===== src/rtl/uart_tx_core.sv =====
// UART transmitter core: one serial bit per clk edge, optional parity, one or two stop bits.
// Outputs decode only from registered state, so no input reaches tx_out/busy/tx_done combinationally.
module uart_tx_core #(
   parameter int DATA_WIDTH = 8,
   parameter int CNT_WIDTH  = 4
) (
   input  logic                  clk,
   input  logic                  rst,
   input  logic [DATA_WIDTH-1:0] p_data,
   input  logic                  data_valid,
   input  logic                  par_en,
   input  logic                  par_typ,
   input  logic                  stop2,
   output logic                  tx_out,
   output logic                  busy,
   output logic                  tx_done
);

   typedef enum logic [2:0] {
      IDLE   = 3'd0,
      START  = 3'd1,
      DATA   = 3'd2,
      PARITY = 3'd3,
      STOP1  = 3'd4,
      STOP2  = 3'd5
   } state_t;

   localparam logic [CNT_WIDTH-1:0] LAST_BIT = CNT_WIDTH'(DATA_WIDTH - 1);

   state_t                state_q, state_d;
   logic [DATA_WIDTH-1:0] sh_q, sh_d;
   logic [CNT_WIDTH-1:0]  cnt_q, cnt_d;
   logic                  par_en_q, par_en_d;
   logic                  par_bit_q, par_bit_d;
   logic                  stop2_q, stop2_d;
   logic                  last_stop;

   always_ff @(posedge clk or negedge rst) begin
      if (!rst) begin
         state_q   <= IDLE;
         sh_q      <= '0;
         cnt_q     <= '0;
         par_en_q  <= 1'b0;
         par_bit_q <= 1'b0;
         stop2_q   <= 1'b0;
      end else begin
         state_q   <= state_d;
         sh_q      <= sh_d;
         cnt_q     <= cnt_d;
         par_en_q  <= par_en_d;
         par_bit_q <= par_bit_d;
         stop2_q   <= stop2_d;
      end
   end

   // The parity bit is resolved at capture time because the shift register is consumed during DATA.
   always_comb begin
      state_d   = state_q;
      sh_d      = sh_q;
      cnt_d     = cnt_q;
      par_en_d  = par_en_q;
      par_bit_d = par_bit_q;
      stop2_d   = stop2_q;
      last_stop = (state_q == STOP2) || ((state_q == STOP1) && !stop2_q);

      case (state_q)
         IDLE:   state_d = IDLE;
         START: begin
            cnt_d   = '0;
            state_d = DATA;
         end
         DATA: begin
            sh_d  = sh_q >> 1;
            cnt_d = cnt_q + CNT_WIDTH'(1);
            if (cnt_q == LAST_BIT) begin
               state_d = par_en_q ? PARITY : STOP1;
            end
         end
         PARITY: state_d = STOP1;
         STOP1:  state_d = stop2_q ? STOP2 : IDLE;
         STOP2:  state_d = IDLE;
         default: state_d = IDLE;
      endcase

      if (data_valid && ((state_q == IDLE) || last_stop)) begin
         sh_d      = p_data;
         par_en_d  = par_en;
         par_bit_d = (^p_data) ^ par_typ;
         stop2_d   = stop2;
         state_d   = START;
      end
   end

   always_comb begin
      tx_out  = 1'b1;
      busy    = 1'b1;
      tx_done = last_stop;
      case (state_q)
         IDLE:   busy   = 1'b0;
         START:  tx_out = 1'b0;
         DATA:   tx_out = sh_q[0];
         PARITY: tx_out = par_bit_q;
         default: tx_out = 1'b1;
      endcase
   end

endmodule


===== config.mk =====
export PLATFORM = sky130hd
export DESIGN_NAME = uart_tx_core
export DESIGN_NICKNAME = d
export VERILOG_FILES = /design/src/rtl/uart_tx_core.sv
export SDC_FILE = /design/constraint.sdc
export NUM_CORES = 1
export LEC_CHECK = 0
export CAP_MARGIN = 30
export CELL_PAD_IN_SITES_DETAIL_PLACEMENT = 1
export CELL_PAD_IN_SITES_GLOBAL_PLACEMENT = 1
export CORE_UTILIZATION = 43
export DETAILED_ROUTE_END_ITERATION = 10
export GPL_ROUTABILITY_DRIVEN = 1
export PLACE_DENSITY = 0.92
export SLEW_MARGIN = 25
export SYNTH_ARGS = -nofsm -noshare
export SYNTH_HDL_FRONTEND = slang
export SYNTH_SLANG_ARGS = --single-unit
export TNS_END_PERCENT = 1

===== constraint.sdc =====
create_clock -name clk -period 2.4 [get_ports clk]
set_clock_uncertainty 0.1 [all_clocks]
set_input_delay 0.48 -clock clk [delete_from_list [all_inputs] [get_ports clk]]
set_output_delay 0.48 -clock clk [all_outputs]
set_load 0.02 [all_outputs]

* Yosys cells after proc, flatten, opt, wreduce, memory -nomap -nowiden
Index checks and enable logic that the tools add are counted.
** Storage, ports and cells
- Logic and storage cells :: 34
- Bits of input ports :: 14
- Output and inout port bits :: 3
- Register bits after elaboration :: 18
** Operators by class
- Reductions and logical operators :: 9
- Bitwise operators :: 1
- Add/sub/neg operators :: 1
- Muxes and demuxes :: 10
- Equal/unequal tests :: 7
** Operator list (count)
- 2-to-1 mux 8 bit :: 2
- 2-to-1 mux 3 bit :: 4
- one-hot mux 3 bit (4 select lines) :: 1
- one-hot mux 4 bit (2 select lines) :: 1
- parity 8 bit :: 1
- == test 3 x 2 -> 1 bit (second input constant) :: 2
- == test 3 bit (second input constant) :: 2
- adder 4 x 1 -> 4 bit (second input constant) :: 1
- == test 4 x 3 -> 1 bit (second input constant) :: 1
- nonzero test 2 bit :: 2
- == test 3 x 1 -> 1 bit (second input constant) :: 1
- zero test 3 bit :: 1
- != test 3 bit (second input constant) :: 1
- one-hot mux 1 bit (3 select lines) :: 1
- logical AND 1 bit :: 2
- logical OR 1 bit :: 2
- zero test 1 bit :: 1
- 2-to-1 mux 1 bit :: 1
- bitwise XOR 1 bit :: 1

* Longest topological paths before layout
- Depth after elaboration :: 6
- Mapped depth :: 6
- Mapped depth without buffers :: 4

* Worst setup path before layout
OpenSTA, ideal clock, no wires.
- Path type :: reg-to-output
- From :: register state_q[2]
- To :: output port tx_done
- Stages on the path, launching flop included :: 3
- Path slack :: 609 ps
- Path buffers :: 1
- Data required time :: 1820 ps
- Data arrival time :: 1211 ps
- Cell sequence :: dfrtp_1 clkbuf_1 nor3b_1
** Between the ends
- Word-level cells in the longest chain between the ends :: 3
- Elaborated cells on any way between the ends :: 4
- Classes of those cells :: eq/ne (2); reduce/logical (2)
** RTL lines
- start: declaration :: RTL line 30 : state_t state_q, state_d;
- start signal: assignment :: RTL line 47 : state_q <= state_d;
- == test 3 bit :: RTL line 64 : last_stop = (state_q == STOP2) || ((state_q == STOP1) && !stop2_q);
- logical AND 1 bit :: RTL line 64
- logical OR 1 bit * :: RTL line 64
- end: declaration :: RTL line 16 : output logic tx_done
Every way passes the cells marked *; elsewhere a longest branch is shown, timed or not.

* Worst setup path in the final report
- From :: register stop2_q
- To :: output port tx_done
** Between the ends
- Word-level cells in the longest chain between the ends :: 3
** RTL lines
- start: declaration :: RTL line 35 : logic stop2_q, stop2_d;
- start signal: assignment :: RTL line 52 : stop2_q <= stop2_d;
- zero test 1 bit :: RTL line 64
- logical AND 1 bit :: RTL line 64
- logical OR 1 bit :: RTL line 64
No other way between the ends.

==> qor.csv <==
metric,value,unit
diode count,0,
via/cell ratio,5.60,
GRT Overall Usage,22.0,%
Clock transition at path regs,0.11,ns
reg2reg end,sh_q[5]$_DFFE_PN0P_,
Floorplan Core Area,2210,sq um
Pre-Repair DR Iteration Count,3,
CTS tree,done,
CTS buffer count,3,
# setup viols final,0,
critical path class,register to output port,
fraction of registers with async set/reset,100,%
flop2flop setup slack,0.58,ns
"FF+latch count, synth",18,
"EDFF count, synth",0,
Cells after Synth,96,
CTS sink count,18,
cell taking the most area after synthesis,dfrtp_1,
H-Tree Depth,1,
Synth cell types,33,
Syn Area/Cell,10.5,sq um
outcome,"finished, final reports clean",
worst slew pin tran,0.464,ns
leak pwr,0.565,nW
post-synth net total,111,
clk root buf,clkbuf_4,
Initial Util,45.5,%
unrepaired setup endpoints after global routing,no,
layout cell share with drive strength beyond 1,16.7,%
Hold Buf Count CTS,0,
Syn-to-layout area delta,22.3,%
drt initial violations,3,
CP endpoint,tx_done,
Placer Congestion,0.783,
Final ANT Viol Nets,0,
Worst EP required,1.82,ns
most frequent cells in the layout,"dfrtp_1 (15), clkdlybuf4s50_1 (15), o21ai_0 (12)",
Yosys top cell area share,44.8,%
PortBufs,16,
clk buf depth,2,
Final Hold Vio Count,0,
DIE AREA,2540,sq um
Post-Syn Area,1010,sq um
fin util,55.6,%
synth top area cells,"dfrtp_1 (45%), a22o_1 (6.1%), o21ai_0 (6.0%)",
DP HPWL,1760,microns
Worst Reg-to-Reg Cells,5,
CP endpoint kind,output port,
Vert. Die Dim,50.4,microns
vias in the first global route,890,
max-cap violation count,0,
Critical Path AT,1.70,ns
Remaining DRCs,0,
io pins,17,
Post-Route WL,2340,microns
Final Cycle Share,94.8,%
ys flop type,dfrtp_1,
FF-to-FF Start,state_q[0]$_DFFE_PN0P_,
nets,130,
Yosys warnings,0,
Clock Latency Late Sink,0.30,ns
setup tns final,0,ns
Crit Path Max Fanout,3,
site row count,17,
fmax,439,MHz
drt wl/cell,16.5,microns
initial antenna violation count,0,
vias,795,
largest net degree at the start of global routing,19,
part of the Yosys area used for sequential elements,44.8,%
worst hold path type,input port to asynchronous set/reset pin,
"Min Clock Period, post-route",2.28,ns
Die Width,50.4,microns
Final Slew Violations,0,
Slew headroom,68.9,%
PwrDens,1230,nW/um^2
Post-CTS Setup Bufs,0,
first-pass GRT wire length,4080,microns
gr ovfl total,0,
Setup crit start,stop2_q$_DFFE_PN0P_,
startpoint types,register,
Peak VDD IR,0.545,mV
[synth_stat cells (2+ instances only)]
master	n
buf_6	2
mux2_2	3
a21o_1	7
nand3_1	2
nor3b_1	2
a21oi_1	4
o21ai_0	12
dfrtp_1	18
a22oi_1	2
nand2_1	4
buf_2	2
nor2_1	5
a22o_1	7
xnor2_1	5
nor2b_1	3
[worst max-delay path, cell delays in order (launching register included)]
cell	delay [ns]
dfrtp_1	0.43
nor2b_1	0.17
nor3b_1	0.18
clkdlybuf4s50_1	0.63
[where the power goes]
group	internal, mW	switching (mW)	total (mW)
registers	0.450	0.153	0.603
logic	0.364	0.352	0.716
clock network	0.0926	0.0982	0.191
[cells by family (layout without fill, tap and decap cells)]
family | count (synthesis) | after routing | synth area share [%]
DFF | 18 | 18 | 44.8
xor gates and xnor gates | 7 | 7 | 7.46
muxes | 4 | 4 | 4.35
and+or+nand+nor | 23 | 23 | 13.4
adders and majority gates | 1 | 1 | 1.24
buffers and inverters | 7 | 25 | 4.35
AOI/OAI and AO/OA | 36 | 36 | 24.4
[stage by stage]
stage	hold slack, ns	instance area (sq um)	power [mW]	setup slack, ns	cells
2_1_floorplan	0.0844	1010	1.11	0.609	96
3_3_place_gp	0.362	1190	1.27	0.295	138
3_5_place_dp	0.380	1190	1.33	0.205	138
4_1_cts	0.399	1230	1.53	0.0159	142
5_1_grt	0.405	1230	1.64	0.0452	142
6_report	0.396	1230	1.51	0.124	142
[metal layers]
| layer | wire length [microns] | GRT usage (%) | up-vias |
|---|---|---|---|
| li1 | - | - | 382 |
| met1 | 1030 | 24.6 | 392 |
| met2 | 1220 | 41.1 | 17 |
| met3 | 60 | 3.64 | 4 |
| met4 | 28 | 8.33 | 0 |
| met5 | 0 | 0 | - |
[final cells by class]
cell class / instances / area (sq um)
clock buffer: 4 / 36.3
fill: 260 / 982
timing repair buffer: 19 / 185
sequential: 18 / 454
tap: 28 / 35.0
inverter: 2 / 7.51
multi-input combinational: 71 / 512
[how the worst min path moves through the flow]
stage / from / to / slack (ns)
floorplan: rst / cnt_q[0]$_DFFE_PN0P_ / 0.08
global placement: sh_q[0]$_DFFE_PN0P_ / sh_q[0]$_DFFE_PN0P_ / 0.36
detailed placement: sh_q[6]$_DFFE_PN0P_ / sh_q[6]$_DFFE_PN0P_ / 0.38
CTS: rst / cnt_q[2]$_DFFE_PN0P_ / 0.40
global route: rst / cnt_q[2]$_DFFE_PN0P_ / 0.41
finish: rst / cnt_q[2]$_DFFE_PN0P_ / 0.40
[repair_timing]
| action | 4_1_cts | 5_1_grt |
|---|---|---|
| setup endpoints to repair | 1 | 3 |
| pin swaps | 0 | 0 |
| gates resized for setup | 2 | 2 |
[state kept, by name (all words and copies together), names as in the netlist]
register	flops
cnt_q	4
par_bit_q	1
par_en_q	1
sh_q	8
state_q	3
stop2_q	1
No activity file was read; power rests on OpenSTA's default activity.
